**config.mk**
```make
export PLATFORM = sky130hd
export DESIGN_NAME = al_alarm_core
export DESIGN_NICKNAME = d
export VERILOG_FILES = /design/src/rtl/al_pkg.sv /design/src/rtl/al_bcd_timecount.sv /design/src/rtl/al_alarm_core.sv
export SDC_FILE = /design/constraint.sdc
export NUM_CORES = 1
export LEC_CHECK = 0
export BUFFER_PORTS_ARGS = -buffer_cell sky130_fd_sc_hd__buf_2
export CAP_MARGIN = 0
export CORE_ASPECT_RATIO = 0.6
export CORE_MARGIN = 8
export CORE_UTILIZATION = 40
export DETAILED_ROUTE_END_ITERATION = 12
export PLACE_DENSITY = 0.62
export SLEW_MARGIN = 20
export SYNTH_ARGS = -nofsm -noshare
export SYNTH_HDL_FRONTEND = slang
export SYNTH_HIERARCHICAL = 1
export SYNTH_SLANG_ARGS = --single-unit
```
**constraint.sdc**
```tcl
create_clock -name mclk -period 2.1 [get_ports mclk]
set_input_delay 0.105 -clock mclk [delete_from_list [all_inputs] [get_ports mclk]]
set_output_delay 0.105 -clock mclk [all_outputs]
set_load 0.05 [all_outputs]
```
**src/rtl/al_pkg.sv**
```systemverilog
// Shared types, limits and BCD helpers for the alarm clock core.
package al_pkg;

    typedef logic [3:0] bcd_digit_t;

    typedef struct packed {
        bcd_digit_t h_ms;
        bcd_digit_t h_ls;
        bcd_digit_t m_ms;
        bcd_digit_t m_ls;
    } hhmm_t;

    typedef enum logic [1:0] {IDLE, RING, SNOOZE} al_state_t;

    localparam logic [7:0] MAX_HOUR_BCD = 8'h23;
    localparam logic [7:0] MAX_MIN_BCD  = 8'h59;

    // Once every digit is known to be 0..9, a plain 8-bit compare orders BCD pairs correctly.
    function automatic logic is_valid_hhmm(input hhmm_t v);
        logic digits_ok;
        digits_ok = (v.h_ms <= 4'd9) && (v.h_ls <= 4'd9) &&
                    (v.m_ms <= 4'd9) && (v.m_ls <= 4'd9);
        return digits_ok && ({v.m_ms, v.m_ls} <= MAX_MIN_BCD) &&
               ({v.h_ms, v.h_ls} <= MAX_HOUR_BCD);
    endfunction

    function automatic logic [7:0] bcd2_inc(input logic [7:0] v, input logic wrap);
        if (wrap)
            return 8'h00;
        else if (v[3:0] == 4'd9)
            return {v[7:4] + 4'd1, 4'd0};
        else
            return {v[7:4], v[3:0] + 4'd1};
    endfunction

endpackage

```
**src/rtl/al_bcd_timecount.sv**
```systemverilog
// Time-of-day counter in BCD (hh:mm:ss) with a load port and a minute strobe
// that is high the cycle the seconds read 00 after a wrap.
module al_bcd_timecount
    import al_pkg::*;
(
    input  logic        clk,
    input  logic        srst,
    input  logic        i_tick,
    input  logic        i_load,
    input  hhmm_t       i_load_value,
    output hhmm_t       o_hhmm,
    output logic [7:0]  o_sec,
    output logic        o_minute_edge
);

    hhmm_t      r_hhmm;
    logic [7:0] r_sec;
    logic       r_minute_edge;

    logic w_sec_wrap;
    logic w_min_wrap;
    logic w_hour_wrap;

    assign w_sec_wrap  = (r_sec == MAX_MIN_BCD);
    assign w_min_wrap  = ({r_hhmm.m_ms, r_hhmm.m_ls} == MAX_MIN_BCD);
    assign w_hour_wrap = ({r_hhmm.h_ms, r_hhmm.h_ls} == MAX_HOUR_BCD);

    always_ff @(posedge clk) begin
        if (srst) begin
            r_hhmm        <= '0;
            r_sec         <= 8'h00;
            r_minute_edge <= 1'b0;
        end else begin
            r_minute_edge <= 1'b0;
            if (i_load) begin
                r_hhmm <= i_load_value;
                r_sec  <= 8'h00;
            end else if (i_tick) begin
                r_sec <= bcd2_inc(r_sec, w_sec_wrap);
                if (w_sec_wrap) begin
                    r_minute_edge <= 1'b1;
                    {r_hhmm.m_ms, r_hhmm.m_ls} <= bcd2_inc({r_hhmm.m_ms, r_hhmm.m_ls}, w_min_wrap);
                    if (w_min_wrap)
                        {r_hhmm.h_ms, r_hhmm.h_ls} <= bcd2_inc({r_hhmm.h_ms, r_hhmm.h_ls}, w_hour_wrap);
                end
            end
        end
    end

    assign o_hhmm        = r_hhmm;
    assign o_sec         = r_sec;
    assign o_minute_edge = r_minute_edge;

endmodule

```
**src/rtl/al_alarm_core.sv**
```systemverilog
// Alarm clock core: BCD time keeping, NUM_ALARMS setpoints and ring/snooze FSM.
// Define AL_HOUR12_EN for 12-hour presentation with pm flag (one extra cycle of latency).
module al_alarm_core
    import al_pkg::*;
#(
    parameter int NUM_ALARMS = 2,
    parameter int SNOOZE_MIN = 9,
    parameter int RING_MIN   = 5
) (
    input  logic                                            mclk,
    input  logic                                            rst,
    input  logic                                            sec_tick,
    input  logic                                            set_time,
    input  logic                                            set_alarm,
    input  logic [((NUM_ALARMS > 1) ? $clog2(NUM_ALARMS) : 1)-1:0] set_sel,
    input  logic [15:0]                                     set_value,
    input  logic [NUM_ALARMS-1:0]                           alarm_en,
    input  logic                                            snooze,
    input  logic                                            alarm_off,
    output logic [15:0]                                     time_bcd,
    output logic [7:0]                                      sec_bcd,
    output logic                                            pm,
    output logic                                            ringing,
    output logic [NUM_ALARMS-1:0]                           ring_src,
    output logic                                            set_err
);

    localparam int SEL_W = (NUM_ALARMS > 1) ? $clog2(NUM_ALARMS) : 1;
    localparam int CNT_W = 6;

    logic                  w_value_ok;
    logic                  w_sel_ok;
    logic                  w_time_wr;
    logic                  w_alarm_wr;
    logic                  w_reject;
    hhmm_t                 w_hhmm;
    logic [7:0]            w_sec;
    logic                  w_minute_edge;
    logic [NUM_ALARMS-1:0] w_match;
    logic [NUM_ALARMS-1:0] w_first;
    logic                  w_src_lost;

    al_state_t             r_state;
    logic [NUM_ALARMS-1:0] r_ring_src;
    logic [CNT_W-1:0]      r_ring_cnt;
    logic [CNT_W-1:0]      r_snz_cnt;
    logic                  r_ringing;
    logic                  r_set_err;

    assign w_value_ok = is_valid_hhmm(set_value);
    assign w_sel_ok   = int'(set_sel) < NUM_ALARMS;
    assign w_time_wr  = set_time & w_value_ok;
    assign w_alarm_wr = set_alarm & w_value_ok & w_sel_ok;
    assign w_reject   = (set_time & ~w_value_ok) | (set_alarm & ~(w_value_ok & w_sel_ok));

    // A tick arriving with set_time is dropped even if the load itself is rejected.
    al_bcd_timecount u_timecount (
        .clk           (mclk),
        .srst          (rst),
        .i_tick        (sec_tick & ~set_time),
        .i_load        (w_time_wr),
        .i_load_value  (set_value),
        .o_hhmm        (w_hhmm),
        .o_sec         (w_sec),
        .o_minute_edge (w_minute_edge)
    );

    genvar gi;
    generate
        for (gi = 0; gi < NUM_ALARMS; gi++) begin : g_alarm
            hhmm_t r_alarm;
            always_ff @(posedge mclk) begin
                if (rst)
                    r_alarm <= '0;
                else if (w_alarm_wr && (set_sel == SEL_W'(gi)))
                    r_alarm <= set_value;
            end
            assign w_match[gi] = alarm_en[gi] && (r_alarm == w_hhmm);
        end
    endgenerate

    // Isolate the lowest set bit so the lowest-indexed alarm wins.
    assign w_first    = w_match & (~w_match + NUM_ALARMS'(1));
    assign w_src_lost = ~|(alarm_en & r_ring_src);

    always_ff @(posedge mclk) begin
        if (rst) begin
            r_state    <= IDLE;
            r_ring_src <= '0;
            r_ring_cnt <= '0;
            r_snz_cnt  <= '0;
            r_ringing  <= 1'b0;
            r_set_err  <= 1'b0;
        end else begin
            r_set_err <= w_reject;
            case (r_state)
                IDLE: begin
                    if (w_minute_edge && |w_match) begin
                        r_state    <= RING;
                        r_ring_src <= w_first;
                        r_ring_cnt <= '0;
                        r_ringing  <= 1'b1;
                    end
                end
                RING: begin
                    if (w_src_lost || alarm_off) begin
                        r_state    <= IDLE;
                        r_ring_src <= '0;
                        r_ringing  <= 1'b0;
                    end else if (snooze) begin
                        r_state   <= SNOOZE;
                        r_snz_cnt <= '0;
                        r_ringing <= 1'b0;
                    end else if (w_minute_edge) begin
                        if (r_ring_cnt == CNT_W'(RING_MIN - 1)) begin
                            r_state    <= IDLE;
                            r_ring_src <= '0;
                            r_ringing  <= 1'b0;
                        end else begin
                            r_ring_cnt <= r_ring_cnt + CNT_W'(1);
                        end
                    end
                end
                SNOOZE: begin
                    if (w_src_lost || alarm_off) begin
                        r_state    <= IDLE;
                        r_ring_src <= '0;
                    end else if (w_minute_edge) begin
                        if (r_snz_cnt == CNT_W'(SNOOZE_MIN - 1)) begin
                            r_state    <= RING;
                            r_ring_cnt <= '0;
                            r_ringing  <= 1'b1;
                        end else begin
                            r_snz_cnt <= r_snz_cnt + CNT_W'(1);
                        end
                    end
                end
                default: begin
                    r_state    <= IDLE;
                    r_ring_src <= '0;
                    r_ringing  <= 1'b0;
                end
            endcase
        end
    end

    assign ringing  = r_ringing;
    assign ring_src = r_ring_src;
    assign set_err  = r_set_err;

`ifdef AL_HOUR12_EN
    hhmm_t      r_time_out;
    logic [7:0] r_sec_out;
    logic       r_pm;
    logic [7:0] w_hh;

    // 00 shows as 12; 13..19 drop 12 directly, 20..23 map to 08..11.
    function automatic logic [7:0] hour12(input logic [7:0] h);
        if (h == 8'h00)
            return 8'h12;
        else if (h >= 8'h20)
            return (h[3:0] < 4'd2) ? {4'h0, h[3:0] + 4'd8} : {4'h1, h[3:0] - 4'd2};
        else if (h >= 8'h13)
            return h - 8'h12;
        else
            return h;
    endfunction

    assign w_hh = {w_hhmm.h_ms, w_hhmm.h_ls};

    always_ff @(posedge mclk) begin
        if (rst) begin
            r_time_out <= '0;
            r_sec_out  <= 8'h00;
            r_pm       <= 1'b0;
        end else begin
            r_time_out <= {hour12(w_hh), w_hhmm.m_ms, w_hhmm.m_ls};
            r_sec_out  <= w_sec;
            r_pm       <= (w_hh >= 8'h12);
        end
    end

    assign time_bcd = r_time_out;
    assign sec_bcd  = r_sec_out;
    assign pm       = r_pm;
`else
    assign time_bcd = w_hhmm;
    assign sec_bcd  = w_sec;
    assign pm       = 1'b0;
`endif

endmodule

```
==> flow_summary_export.csv, run 1 <==
group,metric,value,unit
timing,whs,39.7,ps
synthesis,synth_area,4030,um2
placement,dpl.hpwl,8580,um
detailed_routing,wl,11300,um
critical_path,cp-start-kind,"flip-flop",
critical_path,arrival,2270,ps
placement,gp_congestion,0.889,
global_route,overflow,0,
synthesis,synth_enable_flop_cells,0,
power_and_ir_drop,p_leak,2.30,nW
cells_and_area,multi_input_area,2400,um2
synthesis,synthTopCellsByCount,"dfxtp_1, nor2_1, xor2_1",
synthesis,syn_area_per_cell,8.83,um2
clock_tree,cts_hold_buf,0,
cells_and_area,regArea,1510,um2
die,fp.dieH,93.7,um
timing,timing.final.crit_share,0.954,
flow_run,drv_cap,0,
detailed_routing,via_per_inst,5.46,
timing,tightest_slew,607,ps
critical_path,startpoint,"ring_src[0]",
critical_path,r2r_start,"ring_src[0]",
critical_path,critical_path.max_fanout,4,
global_route,first_global_vias,3505,
die,dieArea,13600,um2
timing,setup_violations,0,
synthesis,yosysTopAreaCell,"dfxtp_1",
global_route,grt_max_degree,27,
critical_path,worstPathCellList,"a22oi_1, or2_1, or4_4, or4_1, a31oi_1",
detailed_routing,drtPass1Iterations,4,
cells_and_area,n_fill_cell,942,
worst_hold_path,hp-class,"in -> reg",
synthesis,ys_seq_elements,75,
synthesis,syn_inst,456,
synthesis,yosysMostFrequentCell,"dfxtp_1",
die,num_rows,28,
critical_path,r2r_slack,100,ps
cells_and_area,nNetsFinal,583,
clock_tree,cts_buffers,9,
synthesis,ys_types,61,
critical_path,max_stage_delay,560,ps
detailed_routing,antenna_left,0,
status,status,"finished, final reports clean",
detailed_routing,vias,3719,
timing,finalClockSkew,5.74,ps
timing,finalHoldViolCount,0,
clock_tree,cts_root_buffer,"clkbuf_16",
synthesis,async_reset_ff_frac,0,
die,die_x,146,um
synthesis,synth-main-ff-cell,"dfxtp_1",
power_and_ir_drop,vdd_drop_max,329,uV
critical_path,crit_required,2370,ps
synthesis,synth_top_area_share,0.373,
detailed_routing,post_drt_wl_per_cell,16.6,um
critical_path,reg2reg_depth,5,
timing,rsz0062_at_grt,"no",
timing,period_needed,2000,ps
timing,slew_violations,0,
cells_and_area,drive_gt1_frac,0.229,
clock_tree,htreeDepth,3,
power_and_ir_drop,powerDensity,660,nW/um2
global_route,antenna_found_initial,0,
timing,fin_tns_setup,0,ps
clock_tree,cts.clk_slew.worst_paths,60,ps
placement,io_buffers,53,
detailed_routing,drc,0,
critical_path,path_class,"reg -> reg",
critical_path,r2r-end,"r_ring_cnt[4]",
synthesis,synth_nets,498,
clock_tree,clk_latency,340,ps
die,io_pins,55,
clock_tree,cts_buffer_depth,2,
critical_path,slowest_stage,"or4_4",
cells_and_area,diodes,0,
critical_path,endpoint,"r_ring_cnt[4]",
synthesis,yosysWarnings,6,
global_route,grt_pass1_wl,18400,um
detailed_routing,drt_iter0_markers,298,
timing,slew-limit-headroom,0.592,
die,core,9810,um2
synthesis,seq_area_frac_synth,0.373,
cells_and_area,area_delta_synth_final,25.9,%
timing,layout_setup_ws,96.2,ps
clock_tree,cts_tree,"yes",
clock_tree,clock-sinks,75,
critical_path,critPathCaptureType,"flip-flop",
timing,fmax,499,MHz
synthesis,synth.area.top_cells,"dfxtp_1, mux2i_1, xor2_1",
placement,pre_cts_ws,52.7,ps
die,start_util,0.410,
global_route,grtUsageTotal,0.168,
## per-layer routing
| layer | global-route usage | part of all wire | up-vias | wire length [um] |
|---|---|---|---|---|
| met5 | 0 | 0 | - | 0 |
| li1 | - | - | 1823 | - |
| met1 | 0.242 | 0.52 | 1786 | 5950 |
| met4 | 0.0474 | 0.0082 | 0 | 93 |
| met2 | 0.230 | 0.40 | 101 | 4570 |
| met3 | 0.0582 | 0.064 | 9 | 720 |
## critical path, delay by kind of cell (launching register included)
family	cells	cell delay [ps]
AOI/OAI and AO/OA	2	250
DFF	1	350
and+or+nand+nor	3	1340
## cell families after synthesis
group / synth area share
xor gates and xnor gates: 0.0827
buffers and inverters: 0.0417
adders and majority gates: 0.0497
AOI/OAI and AO/OA: 0.148
other: 0.000932
muxes: 0.0721
and+or+nand+nor: 0.232
DFF: 0.373
## sequential cells by signal, summed over array words and instances (netlist names)
signal,flops
r_ring_cnt,6
r_snz_cnt,6
u_timecount/o_sec,8
set_err,1
ringing,1
r_state,2
ring_src,2
g_alarm.r_alarm,32
u_timecount/o_minute_edge,1
u_timecount/o_hhmm,16
## cell usage in the layout, fill, tap and decap left out, drive strengths merged, types with 4 or more instances in the layout
cell type	n
buf	92
nor4	13
o21ai	16
nor2	54
and3	7
nand4	10
a31oi	11
a211oi	7
dfxtp	75
nor3	17
xor2	31
mux2i	29
nand3	9
clkbuf	12
ha	16
nand2	19
nor2b	5
nand2b	6
clkinv	4
a21oi	24
and3b	6
xnor2	7
inv	17
or4	5
nand3b	6
## worst min path at each step
stage | to | startpoint | cells after the start | slack (ps)
global placement | g_alarm[1].r_alarm[8] | set_value[8] | 3 | 390
global route | g_alarm[1].r_alarm[4] | set_value[4] | 3 | 40
floorplan | g_alarm[1].r_alarm[0] | set_value[0] | 2 | 250
finish | g_alarm[1].r_alarm[4] | set_value[4] | 3 | 40
detailed placement | g_alarm[1].r_alarm[4] | set_value[4] | 3 | 390
CTS | g_alarm[1].r_alarm[4] | set_value[4] | 3 | 30
## cell type report
class                   count  area share
inverters                  19      0.0141
flip-flops and latches     75       0.298
clock inverters             4      0.0138
well taps                 135      0.0333
clock buffers              12      0.0528
multi-input cells         344       0.473
repair buffers             92       0.115
## per-stage QoR
| step | instance area (um2) | power (mW) | util | std cells |
|---|---|---|---|---|
| global placement | 4690 | 1.64 | 0.478 | 665 |
| detailed placement | 4690 | 1.64 | 0.478 | 665 |
| global route | 5070 | 3.46 | 0.517 | 681 |
| finish | 5070 | 3.34 | 0.517 | 681 |
| floorplan | 4030 | 1.55 | - | 456 |
| CTS | 5030 | 3.38 | 0.513 | 681 |
## repair_timing
| action | in CTS | in global routing |
|---|---|---|
| setup buffers | 0 | 0 |
| resized for setup | 0 | 6 |
| endpoints found under the setup margin | 0 | 10 |
## power breakdown
part	total (mW)	leakage [nW]	internal (mW)	switching (mW)
Sequential	1.44	0.607	1.43	0.00800
Combinational	0.170	1.52	0.0575	0.113
Clock	1.74	0.168	1.14	0.595
Note: power is estimated with default switching activity, not from simulation.
==> run 2: changes to the inputs <==
REMOVE_ABC_BUFFERS = 1   (was unset)
==> flow_summary_export.csv, run 2 (same netlist as run 1, synthesis figures left out) <==
group,metric,value,unit
clock_tree,htreeDepth,3,
global_route,grtUsageTotal,0.171,
timing,slew-limit-headroom,0.614,
die,fp.dieH,93.7,um
critical_path,cp-start-kind,"flip-flop",
critical_path,critPathCaptureType,"flip-flop",
critical_path,crit_family,"simple AND/OR/NAND/NOR gates",
worst_hold_path,hp-class,"in -> reg",
cells_and_area,nNetsFinal,592,
power_and_ir_drop,powerDensity,634,nW/um2
cells_and_area,largest_reg_flops,32,
placement,io_buffers,53,
die,start_util,0.410,
critical_path,worstPathCellList,"a22oi_1, or2_1, or4_4, or4_1, a31oi_1",
detailed_routing,antenna_left,0,
cells_and_area,area_delta_synth_final,26.4,%
global_route,first_global_vias,3532,
timing,rsz0062_at_grt,"yes",
cells_and_area,diodes,0,
clock_tree,clock-sinks,75,
clock_tree,post-cts-setup-buffer-count,0,
global_route,antenna_found_initial,0,
power_and_ir_drop,vdd_drop_max,464,uV
global_route,overflow,0,
die,core,9810,um2
placement,dpl.hpwl,8910,um
clock_tree,cts_buffers,9,
clock_tree,cts.clk_slew.worst_paths,60,ps
detailed_routing,post_drt_wl_per_cell,16.9,um
global_route,grt_max_degree,28,
die,io_pins,55,
timing,fin_tns_setup,0,ps
status,status,"finished, final reports clean",
detailed_routing,drc,0,
die,die_x,146,um
critical_path,startpoint,"ring_src[0]",
cells_and_area,final_cell_mix,"dfxtp_1, nor2_1, buf_2",
critical_path,path_class,"reg -> reg",
cells_and_area,drive_gt1_frac,0.232,
critical_path,critical_path.max_fanout,4,
detailed_routing,wl,11700,um
placement,pre_cts_ws,-64.4,ps
critical_path,r2r_start,"ring_src[0]",
timing,timing.final.crit_share,0.977,
timing,period_needed,2050,ps
clock_tree,cts_root_buffer,"clkbuf_16",
critical_path,path_buf_inv,0,
worst_hold_path,min_from,"set_value[8]",
timing,fmax,487,MHz
detailed_routing,vias,3792,
timing,tightest_slew,565,ps
clock_tree,cts_buffer_depth,2,
timing,layout_setup_ws,48.4,ps
clock_tree,cts_tree,"yes",
die,num_rows,28,
die,dieArea,13600,um2
global_route,grt_pass1_wl,18700,um
detailed_routing,via_per_inst,5.50,
flow_run,drv_cap,0,
clock_tree,cts_hold_buf,0,
timing,slew_violations,0,
placement,gp_congestion,0.899,
critical_path,crit_required,2360,ps
critical_path,arrival,2310,ps
timing,finalHoldViolCount,0,
power_and_ir_drop,p_leak,2.32,nW
critical_path,max_stage_delay,560,ps
cells_and_area,final_common_cell,"dfxtp_1",
critical_path,slowest_stage,"or4_4",
clock_tree,clk_latency,340,ps
timing,setup_violations,0,
power_and_ir_drop,finalPower,3.22,mW
detailed_routing,drtPass1Iterations,5,
detailed_routing,drt_iter0_markers,384,
cells_and_area,top_register,"g_alarm.r_alarm",
timing,finalClockSkew,8.44,ps
clock_tree,cts_resized,0,
## run 2: cell types whose count changed in the layout (fill, tap and decap cells not counted), sizes merged
cell and delta:
buf +9, clkbuf -1, clkinvlp +3, bufinv -1
clkinv -1
## run 2: area by class of cell
cell class                      count  area [um2]
Timing Repair Buffer              101         651
Multi-Input combinational cell    344        2380
Tap cell                          135         169
Fill cell                         924        4720
Inverter                           19        71.3
Clock inverter                      5        61.3
Sequential cell                    75        1500
Clock buffer                       11         253
## run 2: routing by layer
layer | vias to the layer above | GRT usage | part of all wire
met3 | 7 | 0.0491 | 0.092
met4 | 0 | 0.0439 | 0.0073
met2 | 177 | 0.243 | 0.40
met5 | - | 0 | 0
li1 | 1845 | - | -
met1 | 1763 | 0.247 | 0.50
## run 2: tightest hold or removal path, delay by kind of cell
family / cells / cell delay [ps]
buffers and inverters: 1 / 100
multiplexers: 1 / 60
AND/OR/NAND/NOR: 1 / 70
## run 2: final timing paths
path	slack [ps]	cells after the start	end
min reg2reg	470	2	ringing
max reg2reg	50	5	r_ring_cnt[4]
min	50	3	g_alarm[1].r_alarm[8]
max	50	5	r_ring_cnt[4]
## run 2: report_power, final
group | switching [mW] | internal, mW | total [mW]
Combinational | 0.117 | 0.0655 | 0.183
Sequential | 0.00577 | 1.43 | 1.44
Clock | 0.618 | 0.987 | 1.60
## run 2: per-stage QoR
| step | hold slack, ps | cell area (um2) | utilization | instances |
|---|---|---|---|---|
| finish | 47.3 | 5090 | 0.519 | 690 |
| global route | 51.2 | 5090 | 0.519 | 690 |
| CTS | 34.7 | 5060 | 0.516 | 690 |
| detailed placement | 386 | 4750 | 0.484 | 674 |
| global placement | 381 | 4750 | 0.484 | 674 |
| floorplan | 174 | 3930 | - | 438 |
==> run 3: changes to the inputs <==
PLACE_DENSITY = unset   (was 0.62)
PLACE_DENSITY_LB_ADDON = 0.15   (was unset)
clock period = 1.9 ns   (was 2.1 ns; I/O delays follow)
==> flow_summary_export.csv, run 3 (same netlist as run 1, synthesis figures left out) <==
group,metric,value,unit
worst_hold_path,min_from,"set_alarm",
placement,io_buffers,53,
critical_path,endpoint,"u_timecount/o_hhmm[14]",
power_and_ir_drop,powerDensity,607,nW/um2
cells_and_area,drive_gt1_frac,0.341,
worst_hold_path,hp-class,"in -> reg",
power_and_ir_drop,p_leak,2.60,nW
status,status,"finished, final reports clean",
critical_path,slowest_stage,"a2111oi_0",
cells_and_area,nNetsFinal,641,
critical_path,critical_path.max_fanout,6,
global_route,grt_pass1_wl,19900,um
timing,finalClockSkew,5.95,ps
timing,fmax,531,MHz
clock_tree,cts_root_buffer,"clkbuf_16",
detailed_routing,vias,3982,
die,die_x,146,um
detailed_routing,antenna_left,0,
worst_hold_path,hold_path_depth,3,
clock_tree,cts_tree,"yes",
timing,slew_violations,0,
cells_and_area,design_area,5590,um2
detailed_routing,highest_layer,"met4",
detailed_routing,post_drt_wl_per_cell,17.3,um
global_route,grt_max_degree,26,
critical_path,r2r_start,"ring_src[0]",
timing,period_needed,1880,ps
global_route,first_global_vias,3743,
cells_and_area,final_cell_mix,"buf_4, dfxtp_1, nor2_1",
critical_path,reg2reg_depth,6,
global_route,overflow,0,
timing,timing.final.crit_share,0.992,
critical_path,path_common_cell,"buf_4",
detailed_routing,via_per_inst,5.39,
critical_path,r2r-end,"r_ring_cnt[4]",
die,num_rows,28,
detailed_routing,dr_wl_met2,5110,um
die,start_util,0.410,
cells_and_area,diodes,0,
clock_tree,clk_latency,330,ps
die,fp.dieH,93.7,um
detailed_routing,drt_iter0_markers,328,
global_route,antenna_found_initial,0,
clock_tree,cts_buffer_depth,2,
cells_and_area,stdcell_count,739,
placement,post-place-cells,716,
detailed_routing,wl_met3,888,um
die,core,9810,um2
critical_path,path_class,"in -> reg",
critical_path,path_buf_inv,3,
global_route,grtUsageTotal,0.183,
critical_path,arrival,2080,ps
cells_and_area,n_fill_cell,894,
critical_path,startpoint,"set_value[6]",
cells_and_area,area_delta_synth_final,38.8,%
cells_and_area,final_common_cell,"buf_4",
placement,dpl.hpwl,9530,um
critical_path,max_stage_delay,450,ps
cells_and_area,largest_reg_flops,32,
placement,placed_area,5090,um2
flow_run,drv_cap,0,
critical_path,path_depth,9,
detailed_routing,wl_met1,6690,um
cells_and_area,top_register,"g_alarm.r_alarm",
power_and_ir_drop,vdd_drop_max,406,uV
detailed_routing,drtPass1Iterations,5,
die,io_pins,55,
critical_path,worstPathCellList,"buf_2, a2111oi_1, buf_4, and3_1, and2_1, buf_4, a211oi_1, a2111oi_0, nor3_1",
die,dieArea,13600,um2
timing,rsz0062_at_grt,"yes",
clock_tree,htreeDepth,3,
placement,gp_congestion,0.864,
detailed_routing,wl,12800,um
timing,fin_tns_setup,0,ps
clock_tree,cts_buffers,9,
critical_path,crit_required,2100,ps
critical_path,r2r_slack,20,ps
timing,layout_setup_ws,15.8,ps
clock_tree,cts_hold_buf,0,
placement,pre_cts_ws,-270,ps
clock_tree,clock-sinks,75,
detailed_routing,drc,0,
timing,setup_violations,0,
critical_path,cp-start-kind,"primary input",
critical_path,crit_family,"compound AO/OA/AOI/OAI gates",
timing,finalHoldViolCount,0,
clock_tree,cts.clk_slew.worst_paths,50,ps
critical_path,critPathCaptureType,"flip-flop",
run 3: per-stage QoR:
step | total power, mW | hold slack [ps] | utilization
after floorplan | 1.70 | 164 | -
after global placement | 1.83 | 374 | 0.519
after detailed placement | 1.84 | 383 | 0.519
after CTS | 3.40 | 29.5 | 0.552
after global routing | 3.50 | 36.3 | 0.569
final | 3.39 | 38.7 | 0.569
run 3: how the worst min path moves through the flow:
stage	end	slack, ps
6_report	set_err	40
5_1_grt	set_err	40
4_1_cts	set_err	30
3_5_place_dp	set_err	380
3_3_place_gp	g_alarm[0].r_alarm[4]	370
2_1_floorplan	r_ring_cnt[4]	160
run 3: power breakdown:
part	internal [mW]	leakage [nW]	switching (mW)	total, mW
logic	0.0877	1.85	0.135	0.223
registers	1.58	0.609	0.00715	1.59
clock network	0.952	0.137	0.628	1.58
run 3: worst register-to-register path, cell delays in order (launching register included):
cell and delay, ps:
dfxtp_2 350, a22oi_2 80, or2_1 250, buf_4 140, or4_4 440, or4_4 420, a31oi_1 130
run 3: final cells by class:
cell class              instances  area, um2  area share
inverters                      19       71.3      0.0128
repair buffers                150       1050       0.188
well taps                     135        169      0.0302
multi-input cells             344       2510       0.449
clock buffers                  14        264      0.0473
clock inverters                 2       10.0     0.00179
flip-flops and latches         75       1510       0.271
run 3: timing repair:
action	in CTS	in global routing
endpoints found under the setup margin	12	21
gates resized for setup	12	37
setup buffers	2	5
pin swaps	0	17
run 3: per-layer routing:
| metal | track usage | vias to the layer above |
|---|---|---|
| met5 | 0 | - |
| met4 | 0.0388 | 0 |
| met3 | 0.0500 | 6 |
| met2 | 0.260 | 137 |
| met1 | 0.267 | 1887 |
| li1 | - | 1952 |
